$ cat src/rtl/pc_branch_redirect_pkg.sv
// pc_pkg: shared state encoding and defaults for the PC / fetch-redirect stage
package pc_pkg;
    typedef enum logic [1:0] {
        ST_START = 2'd0,
        ST_RUN   = 2'd1,
        ST_FLUSH = 2'd2,
        ST_HALT  = 2'd3
    } pc_state_e;
    localparam int          ALIGN_LSB       = 2;
    localparam int          DEF_INSTR_BYTES = 1 << ALIGN_LSB;
    localparam logic [31:0] DEF_RESET_PC    = 32'h0000_0000;
endpackage

$ cat src/rtl/pc_branch_redirect_sat_counter.sv
// sat_counter: saturating up-counter with asynchronous active-low clear
module sat_counter #(
    parameter int CNT_W = 16
) (
    input  logic             clk,
    input  logic             clr_n,
    input  logic             inc,
    output logic [CNT_W-1:0] count
);
    // count up on inc, sticking at all-ones
    always_ff @(posedge clk or negedge clr_n)
        if (!clr_n)
            count <= '0;
        else if (inc && count != '1)
            count <= count + CNT_W'(1);
endmodule

$ cat src/rtl/pc_branch_redirect.sv
// pc_branch_redirect: PC register with sequential step, stall hold, branch redirect, flush and halt
module pc_branch_redirect
    import pc_pkg::*;
#(
    parameter int              PC_W         = 32,
    parameter logic [PC_W-1:0] RESET_PC     = PC_W'(DEF_RESET_PC),
    parameter int              INSTR_BYTES  = DEF_INSTR_BYTES,
    parameter int              FLUSH_CYCLES = 2,
    parameter int              CNT_W        = 16
) (
    input  logic             clk,
    input  logic             rst_n,
    input  logic             stall,
    input  logic             br_taken,
    input  logic [PC_W-1:0]  br_target,
    input  logic             halt_req,
    input  logic             resume,
    output logic [PC_W-1:0]  pc,
    output logic             if_valid,
    output logic             flush_if_id,
    output logic             flush_id_ex,
    output logic             misalign_err,
    output logic [CNT_W-1:0] taken_cnt,
    output logic             halted
);
    localparam int LSB = $clog2(INSTR_BYTES);

    logic [1:0]      sync_q;
    pc_state_e       state, state_nx;
    logic [PC_W-1:0] pc_nx;
    logic [2:0]      bub, bub_nx;
    logic            err_nx, inc, flush;

    // two-flop synchroniser: assert is immediate, release reaches the FSM two edges later
    always_ff @(posedge clk or negedge rst_n)
        if (!rst_n)
            sync_q <= 2'b00;
        else
            sync_q <= {sync_q[0], 1'b1};

    // next-state, next-pc and per-cycle outputs
    always_comb begin
        state_nx = state;
        pc_nx    = pc;
        bub_nx   = bub;
        err_nx   = misalign_err;
        inc      = 1'b0;
        flush    = 1'b0;
        if_valid = 1'b0;
        halted   = 1'b0;
        case (state)
            ST_START: state_nx = sync_q[1] ? ST_RUN : ST_START;
            ST_RUN: begin
                if_valid = !stall;
                if (br_taken) begin
                    flush = 1'b1;
                    if (|br_target[LSB-1:0]) begin
                        err_nx   = 1'b1;
                        state_nx = ST_HALT;
                    end else begin
                        pc_nx    = br_target;
                        inc      = 1'b1;
                        bub_nx   = 3'(FLUSH_CYCLES - 1);
                        state_nx = ST_FLUSH;
                    end
                end else if (halt_req)
                    state_nx = ST_HALT;
                else if (!stall)
                    pc_nx = pc + PC_W'(INSTR_BYTES);
            end
            ST_FLUSH: begin
                state_nx = (bub == 3'd0) ? ST_RUN : ST_FLUSH;
                bub_nx   = (bub == 3'd0) ? bub : bub - 3'd1;
            end
            ST_HALT: begin
                halted   = 1'b1;
                state_nx = (resume && !misalign_err) ? ST_RUN : ST_HALT;
            end
            default: state_nx = ST_START;
        endcase
    end

    assign flush_if_id = flush;
    assign flush_id_ex = flush;

    // state, pc, bubble counter and sticky error register
    always_ff @(posedge clk or negedge rst_n)
        if (!rst_n) begin
            state        <= ST_START;
            pc           <= RESET_PC;
            bub          <= 3'd0;
            misalign_err <= 1'b0;
        end else begin
            state        <= state_nx;
            pc           <= pc_nx;
            bub          <= bub_nx;
            misalign_err <= err_nx;
        end

    sat_counter #(.CNT_W(CNT_W)) u_taken_cnt (
        .clk   (clk),
        .clr_n (rst_n),
        .inc   (inc),
        .count (taken_cnt)
    );
endmodule

$ cat config.mk
export PLATFORM = sky130hd
export DESIGN_NAME = pc_branch_redirect
export DESIGN_NICKNAME = d
export VERILOG_FILES = /design/src/rtl/pc_branch_redirect_pkg.sv /design/src/rtl/pc_branch_redirect_sat_counter.sv /design/src/rtl/pc_branch_redirect.sv
export SDC_FILE = /design/constraint.sdc
export NUM_CORES = 1
export LEC_CHECK = 0
export BUFFER_PORTS_ARGS = -buffer_cell sky130_fd_sc_hd__buf_2
export CAP_MARGIN = 25
export CORE_MARGIN = 4
export CORE_UTILIZATION = 47
export CTS_CLUSTER_SIZE = 8
export DETAILED_ROUTE_END_ITERATION = 10
export PLACE_DENSITY_LB_ADDON = 0.15
export SYNTH_ARGS = -nofsm -noshare
export SYNTH_HDL_FRONTEND = slang
export SYNTH_HIERARCHICAL = 1
export SYNTH_SLANG_ARGS = --single-unit
$ cat constraint.sdc
create_clock -name clk -period 1.7 [get_ports clk]
set_input_delay 0 -clock clk [delete_from_list [all_inputs] [get_ports clk]]
set_output_delay 0 -clock clk [all_outputs]
set_load 0.02 [all_outputs]
# ---- Word-level counts from Yosys, hierarchy flattened
# Index checks and enable logic that the tools add are counted.
dict set report totals {
  ff_bits 56
  latch_bits 0
  ram_bits 0
  rom_bits 0
  inputBits 38
  out_inout_bits 53
  wordCells 53
  memories 0
}
dict set report op_classes {
  addsub 3
  n_mul 0
  n_div 0
  n_lt_le_gt_ge 0
  n_eq_ne 11
  shifts 0
  mux 22
  n_bitwise 0
  n_reduce_logical 11
}
# cell n
set ops {}
lappend ops {{two-way mux 32 bit} 4}
lappend ops {{adder 32 x 3 -> 32 bit, second input constant} 1}
lappend ops {{adder 16 x 1 -> 16 bit, second input constant} 1}
lappend ops {{!= test 16 bit, second input constant} 1}
lappend ops {{!= test 2 bit, second input constant} 5}
lappend ops {{two-way mux 1 bit} 9}
lappend ops {{two-way mux 3 bit} 3}
lappend ops {{two-way mux 2 bit} 4}
lappend ops {{case mux 2 bit (4 select lines)} 1}
lappend ops {{AND reduction 4 bit} 2}
lappend ops {{case mux 3 bit (2 select lines)} 1}
lappend ops {{equality test 2 bit, second input constant} 2}
lappend ops {{zero test 3 bit} 1}
lappend ops {{!= test 3 bit, second input constant} 1}
lappend ops {{AND reduction 3 bit} 1}
lappend ops {{subtractor 3 x 1 -> 3 bit, second input constant} 1}
lappend ops {{equality test 2 x 1 -> 1 bit, second input constant} 1}
lappend ops {{logical AND 1 bit} 2}
lappend ops {{zero test 1 bit} 2}
lappend ops {{zero test 2 bit} 1}
lappend ops {{!= test 2 x 1 -> 1 bit, second input constant} 1}
lappend ops {{nonzero test 2 bit} 1}
lappend ops {{OR reduction 2 bit} 1}

# ---- Depth between registers and ports, before layout
dict set report depth {
  word_depth 5
  ltp_mapped 8
  ltp_nobuf 8
}

# ---- Modules after synthesis
# The synthesis kept the hierarchy.
# module instances cells_per_inst area_each_um2 seq_area_each_um2
set by_module_without_submodules {}
lappend by_module_without_submodules {pc_branch_redirect 1 272 2363.5 1001.0}
lappend by_module_without_submodules {sat_counter 1 72 859.6 400.4}

# ---- Worst setup path before layout
# Ideal clock, no wire load.
dict set report synth_path {
  path_kind {reg2reg}
  startpoint {register pc[2]}
  endpoint {register pc[28]}
  setup_time_ns 0.069
  arrival_time_ns 1.870
  t_required_ns 1.631
  slack_ns -0.239
  path_stages_with_launch 7
  path_buffers 0
  synth_period_minus_slack_ns 1.939
  cell_sequence {dfrtp_1 -> ha_1 -> nand4_1 -> nor4_4 -> nand2_2 -> or4_1 -> nand3_1}
}
dict set report synth_between {
  elab_chain_len 4
}
# item line_no
set synth_lines {}
lappend synth_lines {{start: declaration} pc_branch_redirect.sv:18} ;# output logic [PC_W-1:0] pc,
lappend synth_lines {{start signal: assignment} pc_branch_redirect.sv:95} ;# pc <= pc_nx;
lappend synth_lines {{adder 32 x 3 -> 32 bit} pc_branch_redirect.sv:69} ;# pc_nx = pc + PC_W'(INSTR_BYTES);
lappend synth_lines {{two-way mux 32 bit} pc_branch_redirect.sv:68} ;# else if (!stall)
lappend synth_lines {{two-way mux 32 bit} pc_branch_redirect.sv:66} ;# end else if (halt_req)
lappend synth_lines {{two-way mux 32 bit} pc_branch_redirect.sv:55} ;# if (br_taken) begin
# Every way passes these cells. The select of a mux whose other input is x is not followed.
# A chain may end at the register's enable or synchronous reset.

# ---- Final worst setup path
dict set report layout_path {
  startpoint {register pc[11]}
  endpoint {register pc[22]}
}
# Same word-level chain as after synthesis.

==> flow_summary.ini <==
[status]
outcome = finished, violations left
violations = setup timing

[yosys]
seq_area_frac_synth = 0.435
synth_top_area_share = 0.435
synth-simple-area-share = 0.273
synth_async_sr_flop_share = 1.00
avgSynthCellArea_um2 = 9.37
ys_top_cells_by_area = dfrtp_1, a21oi_1, o22ai_1
synth_xor_area_frac = 0.0190
synth_top_family_by_area = simple AND/OR/NAND/NOR gates
yosys.area.top_type = dfrtp_1
yosysUniqueCellTypes = 60
yosysWarnings = 6
ys_ff_latch = 56
synthFlopType = dfrtp_1
synth_most_common_cell = dfrtp_1
synth_nets = 386
synth-edff-count = 0
synthMuxAreaShare = 0.0349
synthCells = 344
synth_area_um2 = 3220
synth_compound_area_frac = 0.191
synth_fa_ha_area_frac = 0.0155
synth_common_cells = dfrtp_1, a21oi_1, nand2_1, nand3_1

[worst_setup_path]
crit_end = pc[22]
r2r-end = pc[22]
r2r_cells = 6
crit_type = reg2reg
r2r_start = pc[11]
critical-path-max-stage-delay_ps = 440
crit_chain = nand4_4, nor4_4, buf_4, a311oi_1, a41oi_1, o221a_2
cp_num_buf_inv = 1
cp_max_fo = 4
reg2reg_slack_ps = -60
startpoint = pc[11]
cp.depth = 6
start_kind = register
cp.arrival_ps = 2010
crit_path_top_delay_cell = dfrtp_2
worstPathRequired_ps = 1950
end_kind = register
critical_path.top_delay_family = simple AND/OR/NAND/NOR gates

[sta]
fin_crit_ps = 1760
finalCritPeriodShare = 1.04
slew_viol_final = 0
grt_setup_unrepaired = yes
whs_ps = 26.0
relSlewSlack = 0.575
skew_ps = 11.6
worstMarginPinSlew_ps = 633
setup_ws_ps = -60.2
finalHoldViolations = 0
max_freq_mhz = 568
finalSetupViolCount = 7

[grt]
grt_start_max_net_pins = 38
busiest_layer = met2
grt_use_met3 = 0.0383
grt_pass1_wl_mm = 16.6
grt_use_total = 0.242
grt_overflow_total = 0
grt_pass1_vias = 3430
antenna_found_initial = 1
grtUsageMet2 = 0.407
grtUsageMet1 = 0.325

[routing]
drtIter0Drc = 255
ant_nets = 0
avgRoutedWirePerCell_um = 17.9
via_count = 3568
drc = 0
dr.pass1.iters = 5
viasPerCell = 5.91
drt-total-wl_mm = 10.8

[clock_tree]
clkSinkCount = 56
path_clk_slew_ps = 110
insertion_delay_ps = 310
clockBufferDepth = 2
cts_root_buffer = clkbuf_8
cts_buffers = 5
cts_tree = yes
htree_levels = 2

[job]
cap_violations = 0

[placed_design]
place_congestion = 0.926
port_buffers = 90
post-dp-hpwl_mm = 6.94

[power]
power.total_mw = 4.98
power.density_nw_per_um2 = 1010
peakVddDrop_mv = 0.711
total_leakage_power_nw = 2.34

[die]
core_area_um2 = 6490
die_w_um = 90.8
die_h_um = 90.8
rows = 29
start_util = 0.496
io_pins = 91
dieArea_um2 = 8250

[worst_hold_path]
hold_class = in2reg

[final_layout]
layout.nets = 568
area_delta_synth_final_pct = 53.2
diodes = 0
drive_gt1_frac = 0.416
-- routing by layer --
layer / part of all wire / wire length [um] / up-vias
met5: 0.0011 / 12 / -
met2: 0.50 / 5420 / 146
met1: 0.41 / 4470 / 1715
li1: - / - / 1678
met3: 0.063 / 682 / 27
met4: 0.022 / 236 / 2
-- kinds of logic after synthesis --
kind of cell / Yosys count
AOI/OAI and AO/OA: 97
adders and majority gates: 4
muxes: 11
buffers and inverters: 24
DFF: 56
other: 1
and+or+nand+nor: 144
xor gates and xnor gates: 7
-- tightest hold or removal path, cell delays in order --
cell,delay (ps)
buf_2,110
o311ai_0,120
nand2_1,80
-- worst min path at each step --
stage	from	to	slack (ps)	depth (start not counted)
after floorplan	rst_n	bub[0]	-300	0
after global placement	rst_n	pc[9]	-10	1
after detailed placement	rst_n	pc[9]	-20	1
after CTS	br_target[11]	pc[11]	7	3
after global routing	halt_req	state[1]	20	3
final	halt_req	state[1]	30	3
-- report_power, final --
group / switching, mW / internal (mW)
logic: 1.06 / 0.907
clock network: 0.454 / 0.737
registers: 0.240 / 1.58
total: 1.75 / 3.23
-- flip-flops by register name, indices dropped and copies added, names as in the netlist --
register	flops
sync_q	2
pc	32
state	2
u_taken_cnt/count	16
bub	3
misalign_err	1
-- timing repair --
action | in CTS | in global routing
pin swaps | 1 | 11
gates resized for setup | 6 | 25
setup endpoints to repair | 14 | 29
setup buffers | 4 | 16
cloned | 0 | 2
hold buffers | 28 | 0
hold endpoints to repair | 45 | 0
-- cells in the final DEF (no fill, tap or decap), types with 3 or more instances in the layout --
| cell type | instances |
|---|---|
| buf_2 | 90 |
| buf_4 | 68 |
| dfrtp_1 | 49 |
| a21oi_1 | 28 |
| dlygate4sd3_1 | 28 |
| nand2_1 | 23 |
| nand3_1 | 22 |
| o22ai_1 | 22 |
| nor2_1 | 21 |
| nand4_1 | 18 |
| o21ai_0 | 13 |
| mux2i_1 | 9 |
| and2_1 | 8 |
| dfrtp_2 | 7 |
| inv_1 | 6 |
| o21a_1 | 6 |
| nor4_4 | 6 |
| a31oi_1 | 6 |
| a211oi_1 | 5 |
| and4_1 | 5 |
| clkbuf_8 | 5 |
| xnor2_1 | 5 |
| nor3_2 | 4 |
| buf_12 | 4 |
| and4_4 | 3 |
| and3_1 | 3 |
| ha_1 | 3 |
| bufinv_16 | 3 |
-- final cells by class --
type / count / area [um2]
clock inverter: 3 / 90.1
inverter: 7 / 28.8
clock buffer: 5 / 68.8
sequential: 56 / 1410
multi-input combinational: 264 / 1870
tap: 77 / 96.3
timing repair buffer: 192 / 1370
fill: 454 / 1560
-- metrics by stage --
| stage | instances | setup TNS, ps | worst slack, ps | util | cell area [um2] |
|---|---|---|---|---|---|
| floorplan | 344 | -545 | -177 | - | 3270 |
| global placement | 546 | -140 | -57.6 | 0.643 | 4180 |
| detailed placement | 546 | -479 | -120 | 0.643 | 4180 |
| CTS | 586 | 0 | 8.30 | 0.719 | 4670 |
| global route | 604 | -1870 | -206 | 0.760 | 4940 |
| finish | 604 | -189 | -60.2 | 0.760 | 4940 |
(Power assumes the default switching activity.)
